--- src/rtl/fir_coeff_bank.sv ---
// fir_coeff_bank: double-buffered 12x16 FIR coefficient store.
// The host fills a shadow bank while the filter runs on the active bank.
// The active bank is replaced in one edge, and oEnAcc freezes the
// downstream stages for that cycle.
//
// state     | meaning
// ----------+------------------------------------------------------------
// ST_IDLE   | filter runs on the active bank, host may only read
// ST_LOAD   | update session open, host writes land in the shadow bank
// ST_COMMIT | one-cycle freeze; shadow copied to active on the exit edge
module fir_coeff_bank (
  input  logic         iClk_12M,
  input  logic         iRst,
  input  logic         iCoeffUpdateFlag,
  input  logic         iCsnRam,
  input  logic         iWrnRam,
  input  logic [3:0]   iAddrRam,
  input  logic [15:0]  iWrDtRam,
  output logic [15:0]  oRdDtRam,
  output logic [191:0] oCoeffFlat,
  output logic         oEnAcc,
  output logic         oUpdBusy,
  output logic         oAddrErr
);

  localparam logic [1:0] ST_IDLE   = 2'd0;
  localparam logic [1:0] ST_LOAD   = 2'd1;
  localparam logic [1:0] ST_COMMIT = 2'd2;

  localparam logic [3:0] NUM_TAPS = 4'd12;

  logic [1:0]  state;
  logic [1:0]  state_nxt;
  logic [15:0] shadow [12];
  logic [15:0] active [12];
  logic        wr_req;
  logic        rd_req;
  logic        addr_ok;

  assign wr_req   = ~iCsnRam & ~iWrnRam;
  assign rd_req   = ~iCsnRam &  iWrnRam;
  assign addr_ok  = (iAddrRam < NUM_TAPS);
  assign oUpdBusy = (state != ST_IDLE);

  // Next-state decode; COMMIT always lasts exactly one cycle.
  always_comb begin
    state_nxt = ST_IDLE;
    case (state)
      ST_IDLE:   state_nxt = iCoeffUpdateFlag ? ST_LOAD : ST_IDLE;
      ST_LOAD:   state_nxt = iCoeffUpdateFlag ? ST_LOAD : ST_COMMIT;
      ST_COMMIT: state_nxt = ST_IDLE;
      default:   state_nxt = ST_IDLE;
    endcase
  end

  // State register and the registered freeze pulse aligned to COMMIT.
  always_ff @(posedge iClk_12M or posedge iRst) begin
    if (iRst) begin
      state  <= ST_IDLE;
      oEnAcc <= 1'b0;
    end else begin
      state  <= state_nxt;
      oEnAcc <= (state_nxt == ST_COMMIT);
    end
  end

  // Shadow bank: host writes only land while a session is open.
  always_ff @(posedge iClk_12M or posedge iRst) begin
    if (iRst) begin
      for (int i = 0; i < 12; i++) shadow[i] <= '0;
    end else if ((state == ST_LOAD) && wr_req && addr_ok) begin
      shadow[iAddrRam] <= iWrDtRam;
    end
  end

  // Active bank: whole-set copy on the COMMIT exit edge, never partial.
  always_ff @(posedge iClk_12M or posedge iRst) begin
    if (iRst) begin
      for (int i = 0; i < 12; i++) active[i] <= '0;
    end else if (state == ST_COMMIT) begin
      for (int i = 0; i < 12; i++) active[i] <= shadow[i];
    end
  end

  // Registered readback of the shadow bank; illegal addresses read as 0.
  always_ff @(posedge iClk_12M or posedge iRst) begin
    if (iRst) begin
      oRdDtRam <= '0;
    end else if (rd_req) begin
      oRdDtRam <= addr_ok ? shadow[iAddrRam] : 16'h0000;
    end
  end

  // Sticky illegal-address flag, scoped to one update session.
  always_ff @(posedge iClk_12M or posedge iRst) begin
    if (iRst) begin
      oAddrErr <= 1'b0;
    end else if ((state == ST_IDLE) && (state_nxt == ST_LOAD)) begin
      oAddrErr <= 1'b0;
    end else if ((state == ST_LOAD) && wr_req && !addr_ok) begin
      oAddrErr <= 1'b1;
    end
  end

  // Flatten the active bank for the multiply/add/shift stages.
  always_comb begin
    oCoeffFlat = '0;
    for (int i = 0; i < 12; i++) oCoeffFlat[16*i +: 16] = active[i];
  end

endmodule

--- config.mk ---
export PLATFORM = sky130hd
export DESIGN_NAME = fir_coeff_bank
export DESIGN_NICKNAME = d
export VERILOG_FILES = /design/src/rtl/fir_coeff_bank.sv
export SDC_FILE = /design/constraint.sdc
export NUM_CORES = 1
export LEC_CHECK = 0
export CORE_UTILIZATION = 50
export CTS_CLUSTER_SIZE = 8
export DETAILED_ROUTE_END_ITERATION = 7
export PLACE_DENSITY = 0.85
export SYNTH_ARGS = -nofsm -noshare
export SYNTH_HDL_FRONTEND = slang
export SYNTH_SLANG_ARGS = --single-unit
--- constraint.sdc ---
create_clock -name iClk_12M -period 37.6 [get_ports iClk_12M]
set_clock_uncertainty 0.2 [all_clocks]
set_input_delay 5.64 -clock iClk_12M [delete_from_list [all_inputs] [get_ports iClk_12M]]
set_output_delay 5.64 -clock iClk_12M [all_outputs]
set_load 0.01 [all_outputs]
# After elaboration in Yosys (flattened, before gate mapping)
# Index checks and enable logic that the tools add are counted.
[totals]
out_inout_bits = 211
ff_bits = 404
inputBits = 25
wordCells = 61
[classes]
n_bitwise = 5
n_mux = 12
n_reduce_logical = 9
n_eq_ne = 4
magnitude_cmp = 3
[op_table]
columns = ["op", "count"]
rows = [
  ["$bwmux 192", 1],
  ["$bmux 16 s4", 1],
  ["$demux 16 s4", 1],
  ["$mux 16", 4],
  ["$ge 5x5->1 const B", 1],
  ["$logic_and 1x1->1", 5],
  ["$lt 5x1->1 const B", 1],
  ["$not 4->5", 1],
  ["$eq 2x1->1 const B", 2],
  ["$eq 2x2->1 const B", 2],
  ["$lt 4x4->1 const B", 1],
  ["$pmux 2 s2", 1],
  ["$reduce_bool 2->1", 2],
  ["$mux 1", 3],
  ["$and 1x1->1", 2],
  ["$logic_not 2->1", 1],
  ["$mux 2", 1],
  ["$not 1->1", 2],
  ["$logic_not 1->1", 1],
]

# Depth between registers and ports, before layout
[logic_depth]
depth_word = 6
ltp_mapped = 6
depth_no_buf = 3

# Worst setup path before layout
# OpenSTA, ideal clock, no wires.
[synth_timing]
path_kind = "in2reg"
startpoint = "input port iWrnRam"
endpoint = "register shadow[0] (netlist bit)"
setup_time_ns = 0.125
t_arrival_ns = 7.278
cell_stages = 5
slack_ns = 29.998
n_path_buf = 2
required_ns = 37.275
path_cell_list = "or4b_1 buf_6 nor4b_4 buf_6 mux2_2"
[synth_via]
elab_chain_len = 4
[synth_rtl]
columns = ["item", "line_no", "rtl"]
rows = [
  ["start, declared", "16", "input logic iWrnRam,"],
  ["$not 1->1", "40", "assign wr_req = ~iCsnRam & ~iWrnRam;"],
  ["$and 1x1->1", "40", ""],
  ["$logic_and 1x1->1 (2 in a row)", "71", "end else if ((state == ST_LOAD) && wr_req && addr_ok) begin"],
  ["end signal, assigned by index", "72", "shadow[iAddrRam] <= iWrDtRam;"],
  ["end, declared", "34", "logic [15:0] shadow [12];"],
]
# No other way between the ends.
# A chain may end at the register's enable or synchronous reset.

# Worst setup path after layout
[layout_timing]
startpoint = "input port iCsnRam"
endpoint = "register shadow[121] (netlist bit)"
[layout_via]
elab_chain_len = 4
[layout_rtl]
columns = ["item", "line_no", "rtl"]
rows = [
  ["start, declared", "15", "input logic iCsnRam,"],
  ["$not 1->1", "40", ""],
  ["$and 1x1->1", "40", ""],
  ["$logic_and 1x1->1 (2 in a row)", "71", ""],
]
# No other way between the ends.

==> reports/metrics.cfg <==
[critical_path]
required_ns=37.82
rr_startpoint=oEnAcc$_DFF_PP0_
crit_end=shadow[121]$_DFFE_PP0P_
worstPathArrival_ns=8.51
rrSetupSlack_ns=34.42
crit_start=iCsnRam
endpoint_kind=register
worst_r2r_path_depth=3
critPathMaxFanout=16
rr_endpoint=shadow[121]$_DFFE_PP0P_
cp-start-kind=input port
worstSetupPathType=input port to register

[sta]
drv_slew=0
hold_viol=0
grt_setup_unrepaired=false
setup_tns_ns=0
finalSetupViolCount=0
setup_ws_ns=29.30
period_share_pct=22.07
min_period_ns=8.298
slew-limit-headroom_pct=19.95
fmax_mhz=120.5
tightest_slew_ns=1.192
hold_slack_ns=0.3013

[yosys]
synth.avg_cell_area_um2=15.74
yosysTopAreaCellShare_pct=60.54
syn_area_mm2=0.01666
synth-edff-count=0
postSynth.asyncResetShare_pct=100.0
synth_top_cell_by_area=dfrtp_1
synth.distinct_cells=29
synth_ff_type=dfrtp_1
synth_seq_cells=403
syn-num-nets=1083
syn_inst=1058
yosys-top-cells-count=432 x mux2_2, 403 x dfrtp_1, 52 x clkbuf_1
synth.area.top_cells=dfrtp_1 61%, mux2_2 29%, mux4_2 2.2%, clkbuf_1 1.2%, nor2b_1 0.75%
yosysMostFrequentCell=mux2_2
yosysSeqAreaShare_pct=60.54
synth_warnings=0

[job]
drv_cap=0

[outcome]
status=complete, no violations

[global_route]
grt_pass1_wl_mm=62.91
grt_util_all_layers_pct=24.46
grt_pass1_vias=10535
grt_max_degree=178
overflow=0
antenna_found_initial=0

[cts]
clkSinkCount=403
root_buffer=clkbuf_16
cts-buffers-inserted=56
tritoncts=built
clk_latency_ns=0.55
clockBufferDepth=3
h-tree-depth=2
cts_hold_buf=0
clkTransAtPathRegs_ns=0.05
cts-resized-gates=0
post-cts-setup-buffers=0

[die]
top_level_ports=236
start_util_pct=51.07
die-area_mm2=0.03405
coreArea_mm2=0.03262
die_w_um=184.5
dieHeight_um=184.5
num_rows=66

[hold_path]
hp-class=register to register
hp-start=oCoeffFlat[12]$_DFFE_PP0N_
hold_path_depth=1

[placement]
gp_congestion=0.8626
dp_hpwl_mm=27.20
numPortBuffers=235
dp_cells=1666
pre_cts_slack_ns=28.76

[layout]
fillers=2302
final_nets=1307
antennaDiodeCount=0
ff_latch_area_mm2=0.01008
finalNonFillerCells=1726
multi_input_area_mm2=0.006238
syn2layout_area_growth_pct=24.60
drive_gt1_share_pct=41.59

[power_and_ir_drop]
ir_drop_uv=35.64
comb_power_share_pct=16.9
p_int_w=0.0008734
p_leak_nw=9.767
finalPower_w=0.001167
seq_power_share_pct=46.2
power_density_mw_per_mm2=56.23
power.share.switching_pct=25.16
power_switching_w=0.0002937
pwr-share-clk_pct=36.9

[drt]
wirelength_mm=40.95
drc_errors=0
viasPerCell=5.766
drt_iter0_drc=716
antenna_left=0
vias=9952
wl_per_cell_um=23.73
first_pass_iters=5

area by class of cell:
class	instances	area share, %
clock buffer	57	6.818
clock inverter	3	0.1447
inverter	3	0.09043
multi-input combinational	576	30.06
sequential	403	48.59
tap	442	2.665
timing repair buffer	242	11.63
sequential cells by signal, summed over array words and instances, names as in the netlist:
name and flops:
oRdDtRam 16, oEnAcc 1, state 1, oAddrErr 1, shadow 192, oCoeffFlat 192
kinds of logic (layout without fill, tap and decap cells):
logic type | Yosys count | in the layout | synth area share [%]
simple gates | 46 | 46 | 2.606
buf+inv | 79 | 305 | 2.171
flops | 403 | 403 | 60.54
mux | 448 | 448 | 31.37
compound gates | 82 | 82 | 3.313
layout by cell type, fill, tap and decap left out, drive strengths merged:
master,netlist,final
a31oi,1,1
a21oi,1,1
nor2,2,2
or4b,1,1
inv,3,4
clkbuf,52,57
clkinv,0,2
nand4b,3,3
buf,24,8
mux2,432,432
or2,1,1
clkdlybuf4s50,0,234
nor4,2,2
nand2,2,2
a211oi,16,16
o22ai,16,16
nor4b,5,5
nor3b,2,2
a22oi,16,16
dfrtp,403,403
nand3,3,3
mux4,16,16
nor4bb,1,1
nand2b,4,4
o31ai,16,16
nor2b,20,20
o21ai,16,16
per-layer routing:
metal | vias up | track usage (%) | share of wire, %
met3 | 82 | 4.604 | 5.8
met4 | 0 | 8.733 | 3.1
met1 | 5284 | 34.95 | 45
met5 | - | 0 | 0
met2 | 308 | 37.40 | 46
li1 | 4278 | - | -
power groups by stage:
stage	registers, W	clock network (W)	logic (W)
after CTS	0.000539	0.000435	0.000199
after floorplan	0.000545	0	0.0000849
after detailed placement	0.000545	0	0.000197
after global placement	0.000542	0	0.000192
after global routing	0.000545	0.000456	0.000210
final	0.000540	0.000430	0.000197
how the worst min path moves through the flow:
stage	to	slack (ns)
2_1_floorplan	shadow[176]$_DFFE_PP0P_	0.29
4_1_cts	oCoeffFlat[172]$_DFFE_PP0N_	0.30
3_3_place_gp	oCoeffFlat[11]$_DFFE_PP0N_	0.29
5_1_grt	oCoeffFlat[172]$_DFFE_PP0N_	0.32
6_report	oCoeffFlat[12]$_DFFE_PP0N_	0.30
3_5_place_dp	oCoeffFlat[172]$_DFFE_PP0N_	0.29
stage by stage:
| step | utilization, % | cell area, µm² |
|---|---|---|
| floorplan | - | 16660 |
| global placement | 59.20 | 19310 |
| detailed placement | 59.20 | 19310 |
| CTS | 63.63 | 20750 |
| global route | 63.63 | 20750 |
| finish | 63.63 | 20750 |
critical path, stage by stage:
cell	delay (ns)
clkdlybuf4s50_1	0.54
nor4b_2	0.94
nand4b_2	0.84
mux2_2	0.55
No activity file was read; power rests on OpenSTA's default activity.
